**config.mk**
```make
export PLATFORM = sky130hd
export DESIGN_NAME = serial_deserializer
export DESIGN_NICKNAME = d
export VERILOG_FILES = /design/src/rtl/deser_pkg.sv /design/src/rtl/deser_shift_core.sv /design/src/rtl/serial_deserializer.sv
export SDC_FILE = /design/constraint.sdc
export NUM_CORES = 1
export LEC_CHECK = 0
export CAP_MARGIN = 15
export CORE_MARGIN = 1
export CORE_UTILIZATION = 25
export DETAILED_ROUTE_END_ITERATION = 6
export SLEW_MARGIN = 5
export SYNTH_ARGS = -nofsm -noshare
export SYNTH_HDL_FRONTEND = slang
export SYNTH_SLANG_ARGS = --single-unit
export TNS_END_PERCENT = 20
```
**constraint.sdc**
```tcl
create_clock -name clk -period 1.75 [get_ports clk]
set_input_delay 0.4375 -clock clk [delete_from_list [all_inputs] [get_ports clk]]
set_output_delay 0.4375 -clock clk [all_outputs]
set_load 0.005 [all_outputs]
```
**src/rtl/deser_pkg.sv**
```systemverilog
// Shared constants for the serial deserializer slice.
package deser_pkg;

    localparam int unsigned BIT_ORDER_LSB = 0;
    localparam int unsigned BIT_ORDER_MSB = 1;

endpackage

```
**src/rtl/deser_shift_core.sv**
```systemverilog
// Serial shift register and bit counter with frame_sync realignment.
// Flags word_done in the cycle the final bit is accepted.
module deser_shift_core
    import deser_pkg::*;
#(
    parameter int unsigned WIDTH     = 8,
    parameter int unsigned MSB_FIRST = BIT_ORDER_MSB,
    parameter int unsigned CNT_W     = $clog2(WIDTH)
) (
    input  logic             clk,
    input  logic             reset,
    input  logic             sin_valid,
    input  logic             sin_data,
    input  logic             frame_sync,
    output logic             word_done,
    output logic [WIDTH-1:0] word_next,
    output logic [CNT_W-1:0] bit_count
);

    logic [WIDTH-1:0] shift_q, shift_d, base, shifted;
    logic [CNT_W-1:0] count_q, count_d, eff_count;

    always_comb begin
        // frame_sync drops the partial word before this cycle's bit is considered
        base      = frame_sync ? '0 : shift_q;
        eff_count = frame_sync ? '0 : count_q;
        if (MSB_FIRST == BIT_ORDER_MSB) begin
            shifted = {base[WIDTH-2:0], sin_data};
        end else begin
            shifted = {sin_data, base[WIDTH-1:1]};
        end
        word_done = sin_valid && (eff_count == CNT_W'(WIDTH - 1));
        shift_d   = sin_valid ? shifted : base;
        if (!sin_valid) begin
            count_d = eff_count;
        end else if (word_done) begin
            count_d = '0;
        end else begin
            count_d = eff_count + CNT_W'(1);
        end
    end

    always_ff @(posedge clk or posedge reset) begin
        if (reset) begin
            shift_q <= '0;
            count_q <= '0;
        end else begin
            shift_q <= shift_d;
            count_q <= count_d;
        end
    end

    assign word_next = shifted;
    assign bit_count = count_q;

endmodule

```
**src/rtl/serial_deserializer.sv**
```systemverilog
// Serial-in/parallel-out deserializer: shift core plus a holding register
// offered on valid/ready, with sticky overrun when a completed word is dropped.
module serial_deserializer
    import deser_pkg::*;
#(
    parameter int unsigned WIDTH     = 8,
    parameter int unsigned MSB_FIRST = BIT_ORDER_MSB,
    parameter int unsigned CNT_W     = $clog2(WIDTH)
) (
    input  logic             clk,
    input  logic             reset,
    input  logic             sin_valid,
    input  logic             sin_data,
    input  logic             frame_sync,
    output logic [WIDTH-1:0] out_data,
    output logic             out_valid,
    input  logic             out_ready,
    output logic             overrun,
    input  logic             clr_overrun,
    output logic [CNT_W-1:0] bit_count
);

    logic             word_done;
    logic [WIDTH-1:0] word_next;
    logic [WIDTH-1:0] data_q, data_d;
    logic             valid_q, valid_d;
    logic             overrun_q, overrun_d;
    logic             load;

    deser_shift_core #(
        .WIDTH     (WIDTH),
        .MSB_FIRST (MSB_FIRST),
        .CNT_W     (CNT_W)
    ) u_core (
        .clk        (clk),
        .reset      (reset),
        .sin_valid  (sin_valid),
        .sin_data   (sin_data),
        .frame_sync (frame_sync),
        .word_done  (word_done),
        .word_next  (word_next),
        .bit_count  (bit_count)
    );

    // A word may load into a slot that is being drained this same cycle
    assign load = word_done && (!valid_q || out_ready);

    always_comb begin
        data_d    = data_q;
        valid_d   = valid_q;
        overrun_d = overrun_q;
        if (clr_overrun) begin
            overrun_d = 1'b0;
        end
        if (word_done) begin
            if (load) begin
                data_d  = word_next;
                valid_d = 1'b1;
            end else begin
                overrun_d = 1'b1;
            end
        end else if (valid_q && out_ready) begin
            valid_d = 1'b0;
        end
    end

    always_ff @(posedge clk or posedge reset) begin
        if (reset) begin
            data_q    <= '0;
            valid_q   <= 1'b0;
            overrun_q <= 1'b0;
        end else begin
            data_q    <= data_d;
            valid_q   <= valid_d;
            overrun_q <= overrun_d;
        end
    end

    assign out_data  = data_q;
    assign out_valid = valid_q;
    assign overrun   = overrun_q;

endmodule

```
==> results of run 1 <==
power by group through the flow:
stage | Sequential [W] | Clock (W) | Combinational (W)
after floorplan | 0.000489 | 0 | 0.0000509
after global placement | 0.000491 | 0 | 0.000101
after detailed placement | 0.000491 | 0 | 0.000102
after CTS | 0.000482 | 0.000358 | 0.000102
after global routing | 0.000483 | 0.000373 | 0.000111
final | 0.000482 | 0.000341 | 0.0000993
cell usage after synthesis, drive strengths merged, types with 2 or more instances:
cell type	number
ha	2
inv	4
a22o	2
mux2i	7
nor2	7
nand2	3
dfrtp	20
nor2b	10
nand2b	2
mux2	7
buf	3
layout make-up:
| cell class | count | area [um2] |
|---|---|---|
| fill | 328 | 2130 |
| sequential | 20 | 500 |
| multi-input combinational | 43 | 405 |
| timing repair buffer | 30 | 280 |
| tap | 46 | 57.6 |
| clock buffer | 4 | 55.1 |
| inverter | 4 | 15.0 |
logic make-up (layout without fill, tap and decap cells):
logic type                 after synthesis  after routing
adders and majority gates                2              2
and+or+nand+nor                         22             22
AOI/OAI and AO/OA                        4              4
muxes                                   14             14
xor gates and xnor gates                 1              1
DFF                                     20             20
buffers and inverters                    7             38
worst reg2reg max path: stages, from the launching register on:
cell and delay (ns):
dfrtp_1 0.38, nor2b_1 0.13, buf_4 0.13, ha_4 0.15, ha_4 0.16, nand2_4 0.07
nor2b_4 0.04, buf_12 0.14, mux2_4 0.29
cells in the final DEF (no fill, tap or decap):
cell type,count
nand2b_4,1
nand2_4,1
o21ai_0,1
xnor2_1,1
nor2b_1,8
ha_4,2
nand2_1,2
clkdlybuf4s50_1,18
inv_1,4
nor2b_4,2
clkbuf_2,1
clkbuf_8,4
a22o_1,2
buf_4,10
nand2b_1,1
mux2_4,7
buf_12,1
nor2_1,7
dfrtp_1,20
o22ai_1,1
mux2i_1,7
flip-flops by register name, summed over array words and instances (netlist names):
name and cells:
out_data 8, out_valid 1, overrun 1, u_core.bit_count 3
u_core.shift_q 7
per-layer routing:
layer  routed length, um  GRT usage, %
met1                 797          12.0
met3                  33          1.64
met4                  55          7.85
met5                   0             0
met2                 729          14.7
per-stage QoR:
stage	TNS (ns)	hold slack (ns)
3_3_place_gp	-4.01	0.499
2_1_floorplan	0	0.401
5_1_grt	0	0.536
4_1_cts	0	0.521
6_report	0	0.512
3_5_place_dp	-4.53	0.504
worst min path at each step:
stage | startpoint | endpoint | slack (ns) | cells past startpoint
4_1_cts | reset | out_data[2]$_DFFE_PP0P_ | 0.52 | 3
2_1_floorplan | reset | out_data[0]$_DFFE_PP0P_ | 0.40 | 1
3_3_place_gp | out_data[0]$_DFFE_PP0P_ | out_data[0]$_DFFE_PP0P_ | 0.50 | 1
6_report | reset | out_data[5]$_DFFE_PP0P_ | 0.51 | 3
3_5_place_dp | out_data[5]$_DFFE_PP0P_ | out_data[5]$_DFFE_PP0P_ | 0.50 | 1
5_1_grt | out_data[5]$_DFFE_PP0P_ | out_data[5]$_DFFE_PP0P_ | 0.54 | 1
repair_timing:
| action | in CTS | in global routing |
|---|---|---|
| gates resized for setup | 2 | 1 |
| hold buffers | 0 | 0 |
| setup endpoints to repair | 8 | 7 |
| setup buffers | 0 | 0 |
| pin swaps | 1 | 0 |
==> flow_metrics.tcl, run 1 <==
set metrics [dict create \
    outcome "complete, no violations" \
    viasPerCell 3.87 \
    synth_area_um2 925 \
    hpwlAfterDp_um 1250 \
    arrival_ns 1.75 \
    worstMarginPinSlew_ns 0.251 \
    vdd_drop_max_uv 263 \
    grt_pass1_wl_um 2840 \
    p_leak_nw 0.627 \
    syn_inst 70 \
    die_y_um 62.8 \
    yosysUniqueCellTypes 19 \
    r2r_end "out_data[6]$_DFFE_PP0P_" \
    endpoint_kind "flop" \
    cts_buffer_depth 2 \
    clk_latency_ns 0.25 \
    synth-edff-count 0 \
    setup_ws_ns 0.137 \
    wl_per_cell_um 11.0 \
    maxSlewViolCount 0 \
    max_stage_delay_ns 0.38 \
    cp.depth 8 \
    clk_pin_slew_worst_paths_ns 0.07 \
    power_frac_seq_pct 52.3 \
    antenna_found_initial 0 \
    r2r_start "u_core.bit_count[1]$_DFF_PP0_" \
    grt_pass1_vias 620 \
    power.total_w 0.000922 \
    cp-endpoint "out_data[6]$_DFFE_PP0P_" \
    p_sw_share_pct 20.7 \
    crit_path_top_delay_cell "dfrtp_1" \
    internal_power_w 0.000732 \
    drc 0 \
    io_buffers 19 \
    post-place-ws_ns -0.510 \
    worstSetupStartpointType "flop" \
    crit_chain "nor2b_1 > buf_4 > ha_4 > ha_4 > nand2_4 > nor2b_4 > buf_12 > mux2_4" \
    routabilityCongestion 0.820 \
    cts_tree "built" \
    synth_top_family_by_area "multiplexers" \
    yosys_most_used_dff "dfrtp_1" \
    async_reset_ff_share_pct 100 \
    reg2reg_depth 8 \
    cellPowerDensity_nw_per_um2 702 \
    synthSimpleGateAreaFrac_pct 14.6 \
    start_util_pct 26.9 \
    fmax_ghz 0.620 \
    synth-compound-area-share_pct 3.11 \
    synth_fp_nets 79 \
    ys_seq_area_share_pct 54.1 \
    max-slew-margin-rel_pct 83.2 \
    comb_power_share_pct 10.8 \
    firstDrtPassIters 4 \
    required_ns 1.89 \
    avgSynthCellArea_um2 13.2 \
    synth.area.top_cells "dfrtp_1, mux2_4, mux2i_1, nor2b_1, nor2_1" \
    grt_max_degree 21 \
    r2r_slack_ns 0.14 \
    hp-class "primary input to async pin" \
    root_buffer "clkbuf_8" \
    area_growth_syn_to_layout_pct 42.1 \
    numCtsBuffers 3 \
    finalCriticalPeriod_ns 1.61 \
    ys_seq_elements 20 \
    power_switching_w 0.000191 \
    die-area_um2 3950 \
    synthXorXnorAreaFrac_pct 0.947 \
    muxShareOfSynthArea_pct 18.9 \
    layout-drive-gt1-share_pct 28.7 \
    path_buf_inv 2 \
    fin_crit_sh_pct 92.2 \
    fin_skew_ns 0.00234 \
    fin_area_um2 1310 \
    final_core_util_pct 38.2 \
    synthDominantCellAreaShare_pct 54.1 \
    top_level_ports 20 \
    dp_cells 143 \
    cts.sinks 20 \
    rows 21 \
    grt_use_total_pct 9.67 \
    num_vias 569 \
    crit_fanout 8 \
    hold_viol 0 \
    stdcell_count 147 \
    antennaDiodeCount 0 \
    critPathKind "flop to flop" \
    synth_warnings 0 \
    place_area_um2 1260 \
    crit_family "flip-flops" \
    htreeDepth 1 \
    yosysTopAreaCell "dfrtp_1" \
    finalSetupViolations 0 \
    nNetsFinal 111 \
    detailedRoute.firstIterationViolations 16 \
    die_w_um 62.8 \
    synthAdderAreaFrac_pct 2.71 \
    drv_cap 0 \
    rsz0062_at_grt "false" \
    crit_start "u_core.bit_count[1]$_DFF_PP0_" \
    wirelength_um 1620 \
    overflow 0 \
    coreArea_um2 3440 \
    p_clk_share_pct 37.0 \
    crit_top_cell "ha_4" \
    ant_nets 0 \
]
(Power assumes the default switching activity.)
==> run 2, diff against run 1 <==
--- a/config.mk
+++ b/config.mk
@@ -9,6 +9,7 @@
 export CORE_MARGIN = 1
 export CORE_UTILIZATION = 25
 export DETAILED_ROUTE_END_ITERATION = 6
+export GPL_TIMING_DRIVEN = 0
 export SLEW_MARGIN = 5
 export SYNTH_ARGS = -nofsm -noshare
 export SYNTH_HDL_FRONTEND = slang
==> run 2 against run 1 <==
Against the previous run:
- final cell count shrank 6.1%
- clock skew increased by 0.00065 ns
- sequential power is essentially flat
- largest cell class unchanged
- largest power group unchanged
==> flow_metrics.tcl, run 2 (synthesized netlist as in run 1, its figures left out) <==
set metrics [dict create \
    cts_tree "built" \
    grt_use_total_pct 9.28 \
    layout_commonest_cell "dfrtp_1" \
    crit_fanout 10 \
    drv_cap 0 \
    ctsHoldBuffers 0 \
    die_w_um 62.8 \
    die-area_um2 3950 \
    htreeDepth 1 \
    maxSlewViolCount 0 \
    grt_pass1_wl_um 2730 \
    largest_reg_flops 8 \
    start_util_pct 26.9 \
    hp-class "primary input to flop" \
    hold_viol 0 \
    wl_per_cell_um 11.6 \
    dp_cells 134 \
    antennaDiodeCount 0 \
    wl_met2_um 812 \
    antenna_found_initial 0 \
    m1WireLength_um 733 \
    ant_nets 0 \
    root_buffer "clkbuf_8" \
    worstSetupStartpointType "primary input" \
    outcome "complete, no violations" \
    io_buffers 18 \
    p_leak_nw 0.593 \
    clk_pin_slew_worst_paths_ns 0.08 \
    fin_skew_ns 0.00299 \
    clk_latency_ns 0.25 \
    grt_max_degree 21 \
    die_y_um 62.8 \
    critPathKind "primary input to flop" \
    drc 0 \
    rows 21 \
    rsz0062_at_grt "false" \
    final_cell_mix "dfrtp_1, clkdlybuf4s50_1" \
    cts-resized-gates 6 \
    viasPerCell 4.07 \
    endpoint_kind "flop" \
    num_vias 561 \
    coreArea_um2 3440 \
    cts_buffer_depth 2 \
    fmax_ghz 0.599 \
    stdcell_count 138 \
    top_level_ports 20 \
    cellPowerDensity_nw_per_um2 806 \
    numCtsBuffers 3 \
    detailedRoute.firstIterationViolations 7 \
    overflow 0 \
    arrival_ns 1.81 \
    nNetsFinal 102 \
    post_cts_buffers 0 \
    firstDrtPassIters 6 \
    wirelength_um 1600 \
    max-slew-margin-rel_pct 48.9 \
    grt_pass1_vias 564 \
    required_ns 1.89 \
    routabilityCongestion 0.681 \
    fin_crit_sh_pct 95.4 \
    worstMarginPinSlew_ns 0.766 \
    layout-drive-gt1-share_pct 23.9 \
    finalSetupViolations 0 \
    top_layer_used "met4" \
    cts.sinks 20 \
    finalCriticalPeriod_ns 1.67 \
    area_growth_syn_to_layout_pct 37.3 \
    vdd_drop_max_uv 291 \
    setup_tns_ns 0 \
    wl_met3_um 23 \
]
-- run 2: changes by cell type in the layout (fill, tap and decap cells not counted), sizes merged --
cell,delta
buf,-7
bufinv,+1
clkbuf,-2
clkdlybuf4s50,-1
-- run 2: report_power, final --
| part | total, W | internal (W) | leakage (nW) | switching, W |
|---|---|---|---|---|
| sequential | 0.000481 | 0.000474 | 0.269 | 0.00000712 |
| combinational | 0.0000889 | 0.0000498 | 0.289 | 0.0000390 |
| clock | 0.000455 | 0.000305 | 0.0357 | 0.000150 |
-- run 2: cell type report --
cell class | count | area, um2
fillers | 328 | 2170
inverters | 4 | 15.0
well taps | 46 | 57.6
clock buffers | 3 | 41.3
plain buffers | 3 | 42.5
flip-flops and latches | 20 | 500
multi-input cells | 43 | 408
clock inverters | 1 | 30.0
repair buffers | 18 | 175
-- run 2: worst paths after layout --
path / cells after the start / start / slack, ns / endpoint
worst max-delay path: 9 / frame_sync / 0.08 / out_data[7]$_DFFE_PP0P_
worst min-delay path: 2 / sin_valid / 0.46 / u_core.shift_q[0]$_DFF_PP0_
worst max register to register: 7 / u_core.bit_count[1]$_DFF_PP0_ / 0.13 / out_data[7]$_DFFE_PP0P_
worst min register to register: 2 / out_data[1]$_DFFE_PP0P_ / 0.52 / out_data[1]$_DFFE_PP0P_
max in group asynchronous: 2 / reset / 0.65 / u_core.bit_count[0]$_DFF_PP0_
min in group asynchronous: 2 / reset / 0.63 / out_data[4]$_DFFE_PP0P_
-- run 2: routing by layer --
| layer | global-route usage, % | vias up |
|---|---|---|
| met4 | 6.10 | 0 |
| met3 | 1.64 | 2 |
| met1 | 11.4 | 269 |
| li1 | - | 276 |
| met5 | 0 | - |
| met2 | 14.8 | 14 |
-- run 2: stage by stage --
step	power [W]	utilization [%]	hold WS [ns]	cell area (um2)	setup WS, ns
6_report	0.00102	36.9	0.458	1270	0.0798
3_5_place_dp	0.000581	34.8	0.503	1200	-0.686
2_1_floorplan	0.000540	-	0.401	960	0.0254
4_1_cts	0.00104	36.8	0.456	1270	0.0163
5_1_grt	0.00108	36.9	0.461	1270	0.0280
3_3_place_gp	0.000579	34.8	0.497	1200	-0.671
-- run 2: critical path: stages --
cell	delay, ns
buf_2	0.15
buf_6	0.15
nor2b_4	0.14
ha_4	0.15
ha_4	0.14
nand2_4	0.06
nor2b_4	0.13
buf_12	0.14
mux2_4	0.30
